`src/rtl/serial_unsigned_subtractor_borrow_pkg.sv`:
```
// rtl/serial_unsigned_subtractor_borrow_pkg.sv - shared state encoding and sizing helpers for the serial subtractor
package serial_unsigned_subtractor_borrow_pkg;

  typedef enum logic [1:0] {
    IDLE = 2'd0,
    RUN  = 2'd1,
    FIN  = 2'd2
  } state_e;

  function automatic int digit_count(input int width, input int digit);
    return (digit < 1) ? 1 : width / digit;
  endfunction

  function automatic int cnt_width(input int width, input int digit);
    int n;
    n = digit_count(width, digit);
    return (n <= 1) ? 1 : $clog2(n);
  endfunction

  function automatic bit params_ok(input int width, input int digit);
    return (width >= 2) && (digit >= 1) && (digit <= width) && ((width % digit) == 0);
  endfunction

endpackage

```
`src/rtl/serial_sub_digit.sv`:
```
// rtl/serial_sub_digit.sv - combinational DIGIT-bit subtract with borrow in/out
module serial_sub_digit #(
  parameter int DIGIT = 1
) (
  input  logic [DIGIT-1:0] a_i,
  input  logic [DIGIT-1:0] b_i,
  input  logic             bin_i,
  output logic [DIGIT-1:0] diff_o,
  output logic             bout_o
);

  // One extra bit: a negative result wraps and leaves the borrow in the MSB.
  logic [DIGIT:0] res;

  assign res              = {1'b0, a_i} - {1'b0, b_i} - {{DIGIT{1'b0}}, bin_i};
  assign {bout_o, diff_o} = res;

endmodule

```
`src/rtl/serial_unsigned_subtractor_borrow.sv`:
```
// rtl/serial_unsigned_subtractor_borrow.sv - digit-serial A - B with borrow out; optional BI port under BORROW_IN_EN
module serial_unsigned_subtractor_borrow
  import serial_unsigned_subtractor_borrow_pkg::*;
#(
  parameter int WIDTH = 8,
  parameter int DIGIT = 1
) (
  input  logic             CLK,
  input  logic             RST,
  input  logic             START,
  input  logic [WIDTH-1:0] A,
  input  logic [WIDTH-1:0] B,
`ifdef BORROW_IN_EN
  input  logic             BI,
`endif
  output logic             BUSY,
  output logic             DONE,
  output logic [WIDTH-1:0] DIFF,
  output logic             BO
);

  localparam int N  = digit_count(WIDTH, DIGIT);
  localparam int CW = cnt_width(WIDTH, DIGIT);
  localparam logic [CW-1:0]    LAST  = CW'(N - 1);
  localparam logic [WIDTH-1:0] DMASK = WIDTH'({DIGIT{1'b1}});

  if (!params_ok(WIDTH, DIGIT)) begin : g_bad_params
    $error("serial_unsigned_subtractor_borrow: DIGIT must divide WIDTH and WIDTH must be >= 2");
  end

  state_e           state_q;
  logic [CW-1:0]    cnt_q;
  logic [WIDTH-1:0] a_q, b_q, part_q, part_d, diff_q;
  logic             borrow_q, bo_q, busy_q, done_q;
  logic             bi_w;
  logic [31:0]      sh;
  logic [WIDTH-1:0] a_sh, b_sh;
  logic [DIGIT-1:0] d_dig;
  logic             d_bout;

`ifdef BORROW_IN_EN
  assign bi_w = BI;
`else
  assign bi_w = 1'b0;
`endif

  // Digit k lives at bit offset k*DIGIT of the operands and the partial result.
  assign sh   = 32'(cnt_q) * 32'(DIGIT);
  assign a_sh = a_q >> sh;
  assign b_sh = b_q >> sh;

  serial_sub_digit #(.DIGIT(DIGIT)) u_digit (
    .a_i    (a_sh[DIGIT-1:0]),
    .b_i    (b_sh[DIGIT-1:0]),
    .bin_i  (borrow_q),
    .diff_o (d_dig),
    .bout_o (d_bout)
  );

  always_comb begin
    part_d = (part_q & ~(DMASK << sh)) | (WIDTH'(d_dig) << sh);
  end

  always_ff @(posedge CLK) begin
    if (RST) begin
      state_q  <= IDLE;
      cnt_q    <= '0;
      a_q      <= '0;
      b_q      <= '0;
      part_q   <= '0;
      borrow_q <= 1'b0;
      diff_q   <= '0;
      bo_q     <= 1'b0;
      busy_q   <= 1'b0;
      done_q   <= 1'b0;
    end else begin
      done_q <= 1'b0;
      case (state_q)
        RUN: begin
          part_q   <= part_d;
          borrow_q <= d_bout;
          cnt_q    <= cnt_q + 1'b1;
          if (cnt_q == LAST) begin
            diff_q  <= part_d;
            bo_q    <= d_bout;
            busy_q  <= 1'b0;
            done_q  <= 1'b1;
            state_q <= FIN;
          end
        end
        // IDLE and FIN both accept, so back-to-back operations need no idle cycle.
        default: begin
          if (START) begin
            a_q      <= A;
            b_q      <= B;
            borrow_q <= bi_w;
            cnt_q    <= '0;
            part_q   <= '0;
            busy_q   <= 1'b1;
            state_q  <= RUN;
          end else begin
            state_q <= IDLE;
          end
        end
      endcase
    end
  end

  assign BUSY = busy_q;
  assign DONE = done_q;
  assign DIFF = diff_q;
  assign BO   = bo_q;

endmodule

```
`config.mk`:
```
export PLATFORM = sky130hd
export DESIGN_NAME = serial_unsigned_subtractor_borrow
export DESIGN_NICKNAME = d
export VERILOG_FILES = /design/src/rtl/serial_unsigned_subtractor_borrow_pkg.sv /design/src/rtl/serial_sub_digit.sv /design/src/rtl/serial_unsigned_subtractor_borrow.sv
export SDC_FILE = /design/constraint.sdc
export NUM_CORES = 1
export LEC_CHECK = 0
export CAP_MARGIN = 20
export CORE_MARGIN = 1.5
export CORE_UTILIZATION = 48
export DETAILED_ROUTE_END_ITERATION = 16
export GPL_TIMING_DRIVEN = 0
export PLACE_DENSITY = 0.74
export SETUP_SLACK_MARGIN = 0.05
export SLEW_MARGIN = 25
export SYNTH_ARGS = -nofsm -noshare
export SYNTH_HDL_FRONTEND = slang
export SYNTH_SLANG_ARGS = --single-unit
```
`constraint.sdc`:
```
create_clock -name CLK -period 4.4 [get_ports CLK]
set_input_delay 1.32 -clock CLK [delete_from_list [all_inputs] [get_ports CLK]]
set_output_delay 1.32 -clock CLK [all_outputs]
set_load 0.01 [all_outputs]
```
# Word level (Yosys, flattened, before mapping)
# Index checks and enable logic that the tools add are counted.
# W data, S select, Z words.
[word_totals] out_inout_bits=11 elab_cells=42 ff_bits=41
[classes] bitwise_logic=4 shift=4 n_mux=13 n_addsub=3 reduce_logical=5 eq_ne=3
[op_table] operator="$mux W8" count=2
[op_table] operator="$shr A8 B3 Y1" count=2
[op_table] operator="$and A8 B8 Y8" count=1
[op_table] operator="$not A8 Y8" count=1
[op_table] operator="$or A8 B8 Y8" count=1
[op_table] operator="$shl A1 B3 Y8" count=1
[op_table] operator="$shl A1 B3 Y8 const A" count=1
[op_table] operator="$mux W1" count=7
[op_table] operator="$mux W3" count=2
[op_table] operator="$reduce_and A2 Y1" count=3
[op_table] operator="$mux W2" count=2
[op_table] operator="$add A3 B1 Y3 const B" count=1
[op_table] operator="$eq A3 B3 Y1 const B" count=1
[op_table] operator="$eq A2 B1 Y1 const B" count=1
[op_table] operator="$ne A2 B2 Y1 const B" count=1
[op_table] operator="$reduce_bool A2 Y1" count=1
[op_table] operator="$reduce_or A2 Y1" count=1
[op_table] operator="$sub A1 B1 Y2" count=1
[op_table] operator="$sub A2 B1 Y2" count=1
[op_table] operator="$not A1 Y1" count=1

# Depth between registers and ports, before layout
[logic_depth] word_depth=6 mapped_depth=8

# Hierarchy
# From an unflattened synthesis, not the netlist that was laid out.
[hier_totals] hier_cells=208 area_unflattened_um2=1844.3
[by_module_without_submodules] mod="serial_unsigned_subtractor_borrow" cells_each=205 area_per_inst_um2=1816.7 seq_area_each_um2=800.8 instances=1
[by_module_without_submodules] mod="serial_sub_digit" cells_each=3 area_per_inst_um2=27.5 seq_area_each_um2=0.0 instances=1

# Least setup slack after synthesis
# OpenSTA, ideal clock, no wires.
[synth_path] path_kind="register to register" startpoint="register cnt_q[0]" endpoint="register diff_q[7], in the netlist DIFF[7]" t_arrival_ns=2.307 required_ns=4.330 path_stages_with_launch=8 slack_ns=2.023 path_cell_list="dfxtp_1 > buf_6 > mux4_1 > mux2i_1 > fa_1 > nand3b_1 > or3_1 > a21oi_1"
[synth_via] elab_chain_len=5
[synth_lines] item="from (decl)" line="serial_unsigned_subtractor_borrow.sv:32" source="logic [CW-1:0] cnt_q;"
[synth_lines] item="from (signal assigned)" line="serial_unsigned_subtractor_borrow.sv:82" source="cnt_q <= cnt_q + 1'b1;"
[synth_lines] item="$shr A8 B3 Y1, on equally long branches" line="serial_unsigned_subtractor_borrow.sv:49, serial_unsigned_subtractor_borrow.sv:50"
[synth_lines] item="$sub A1 B1 Y2" line="serial_sub_digit.sv:15" source="assign res = {1'b0, a_i} - {1'b0, b_i} - {{DIGIT{1'b0}}, bin_i};"
[synth_lines] item="$sub A2 B1 Y2" line="serial_sub_digit.sv:15"
[synth_lines] item="$shl A1 B3 Y8" line="serial_unsigned_subtractor_borrow.sv:61" source="part_d = (part_q & ~(DMASK << sh)) | (WIDTH'(d_dig) << sh);"
[synth_lines] item="$or A8 B8 Y8" line="serial_unsigned_subtractor_borrow.sv:61"
[synth_lines] item="to (signal assigned)" line="serial_unsigned_subtractor_borrow.sv:84" source="diff_q <= part_d;"
[synth_lines] item="to (decl)" line="serial_unsigned_subtractor_borrow.sv:33" source="logic [WIDTH-1:0] a_q, b_q, part_q, part_d, diff_q;"
# Parallel ways exist; a longest one is shown, timed or not.
# A chain may end at the register's enable or synchronous reset.

# Worst setup path in the final report
# Same ends and word-level chain as after synthesis.

==> qor.yml <==
setup_path:
  max_stage_delay_ns: 0.55
  crit_chain: "buf_6 -> mux4_1 -> mux2i_1 -> fa_1 -> nand3b_1 -> or3_1 -> a21oi_1"
  rr_worst_depth: 7
  crit_path_max_fanout: 10
  crit_type: "flip-flop to flip-flop"
  cp-end-kind: "flip-flop"
  worstReg2RegEnd: "DIFF[7]"
  critPathSlowestCell: "mux4_1"
  timing.rr.start: "cnt_q[0]"
  worstPathArrival_ns: 2.85
  cp-start-kind: "flip-flop"
  critPathRequiredTime_ns: 4.63
  r2r_slack_ns: 1.78
routing:
  dr.pass1.iters: 4
  via_per_inst: 5.63
  post_drt_wl_per_cell_um: 13.8
  drtIter0Drc: 69
  drtAntennaViolNets: 0
  finalWirelength_mm: 3.98
  vias: 1622
  drcViolationCount: 0
clock_network:
  clk-insertion-delay-late_ns: 0.29
  cts_tree: "built"
  cts_buffer_depth: 2
  clkSinkCount: 40
  clk_pin_slew_ns: 0.08
  cts_htree_levels: 2
  ctsHoldBuffers: 0
  ctsResizeCount: 0
  cts_root_buf: "clkbuf_8"
  cts_setup_buffers: 0
  cts_buffers: 5
flow_run:
  maxCapViolations: 0
power:
  peakVddDrop_mv: 0.183
  finalPower_mw: 0.700
  p_per_area_nw_per_um2: 312
  p_leak_nw: 0.804
min_path:
  hold_path.startpoint: "BO"
  hold_path_depth: 2
  whs_endpoint: "BO"
  hp-class: "flip-flop to flip-flop"
floorplan:
  coreArea_um2: 3630
  die-area_um2: 4150
  fp-row-count: 22
  fp.dieW_um: 64.4
  die_y_um: 64.4
  start_util: 0.499
  pin_count: 30
layout:
  layout_commonest_cell: "dfxtp_1"
  layout-drive-gt1-share: 0.0833
  area_delta_synth_final_pct: 23.6
  mostFrequentLayoutCells: "dfxtp_1, clkdlybuf4s50_1, nand3_1"
  design_area_um2: 2240
  num_antenna_cells: 0
  final_nets: 266
yosys:
  synth_cell_types: 32
  synth.net_count: 230
  netlist_area_um2: 1810
  yosys_warnings: 0
  synthFlopType: "dfxtp_1"
  synth_area_leader_cell: "dfxtp_1"
  ys_async_sr_fraction: 0
  syn_inst: 204
  avgSynthCellArea_um2: 8.88
  synth-seq-cells: 40
  synth_top_area_frac: 0.442
  ys_seq_area_frac: 0.442
  synth_edf_count: 0
  synth_area_leaders: "dfxtp_1, nand3_1, a21oi_1, mux4_1, o21ai_0"
sta:
  fmax_mhz: 382
  rsz0062_at_grt: "false"
  min_period_ns: 2.62
  worst_pin_slew_ns: 0.475
  finalSetupTns_ns: 0
  hold_viol_final: 0
  relSlewSlack: 0.683
  final.setup_skew_ns: 0.00895
  slew_violations: 0
  finalSetupViolations: 0
  worst_slack_ns: 1.78
  finalCritPeriodShare: 0.595
placement:
  hpwl_mm: 2.76
  placed_area_um2: 2160
  port_buffers: 29
  dp_slack_ns: 1.62
  globalplace.congestion: 0.828
global_route:
  globalRouteOverflowTotal: 0
  grt_pass1_vias: 1593
  grt_max_degree: 12
  grt_pass1_wl_mm: 7.02
  groute.usage.overall: 0.216
  antenna_found_initial: 0
status:
  status: "finished, final reports clean"
per-layer routing:
layer / up-vias / track usage / wire length, µm
met4: 0 / 0.0931 / 61
met1: 765 / 0.266 / 1810
met5: - / 0 / 0
met2: 43 / 0.354 / 1940
li1: 806 / - / -
met3: 8 / 0.0590 / 173
synth_stat cells (2+ instances only):
| library cell | number |
|---|---|
| nand2b_1 | 6 |
| o22ai_1 | 6 |
| a21oi_1 | 25 |
| inv_1 | 4 |
| dfxtp_1 | 40 |
| mux4_1 | 4 |
| buf_2 | 8 |
| o21ai_0 | 16 |
| buf_1 | 2 |
| nor2_1 | 12 |
| ha_1 | 6 |
| nand3_1 | 26 |
| clkbuf_1 | 6 |
| nor3_1 | 2 |
| a32oi_1 | 5 |
| nand3b_1 | 2 |
| a211oi_1 | 6 |
| nand2_1 | 14 |
final cells by class:
type                    count  area, µm²
fillers                   352       1390
multi-input cells         140        898
flip-flops and latches     40        801
repair buffers             29        290
plain buffers              19       93.8
clock buffers               6       72.6
well taps                  48       60.1
inverters                   5       18.8
clock inverters             1       5.00
cells by family after synthesis:
logic type,after synthesis,synth area share
adders and majority gates,7,0.0525
DFF,40,0.442
buffers and inverters,24,0.0622
muxes,5,0.0635
AOI/OAI and AO/OA,61,0.199
and+or+nand+nor,67,0.181
worst max path at each step:
stage,endpoint,slack (ns),startpoint
2_1_floorplan,DIFF[7],2.02,cnt_q[0]
3_3_place_gp,BO,1.63,RST
3_5_place_dp,b_q[5],1.62,RST
4_1_cts,DIFF[7],1.77,cnt_q[0]
5_1_grt,DIFF[7],1.57,cnt_q[0]
6_report,DIFF[7],1.78,cnt_q[0]
state kept, by name (all words and copies together) (netlist names):
signal / flops
DIFF: 8
borrow_q: 1
b_q: 8
DONE: 1
state_q: 2
cnt_q: 3
part_q: 7
BO: 1
a_q: 8
BUSY: 1
worst max-delay path, delay by kind of cell (launching register included):
kind / cells / cell delay (ns)
compound gates: 1 / 0.13
buf+inv: 1 / 0.18
simple gates: 2 / 0.57
fa+ha+maj: 1 / 0.50
mux: 2 / 0.75
flops: 1 / 0.43
report_power, final:
part | switching, mW | internal, mW
logic | 0.0498 | 0.0420
registers | 0.00638 | 0.374
clock network | 0.120 | 0.108
metrics by stage:
step / std cells / util / hold slack [ns]
floorplan: 204 / - / 0.449
global placement: 281 / 0.595 / 0.442
detailed placement: 281 / 0.595 / 0.450
CTS: 288 / 0.616 / 0.460
global route: 288 / 0.616 / 0.485
finish: 288 / 0.616 / 0.461
Note: power is estimated with default switching activity, not from simulation.
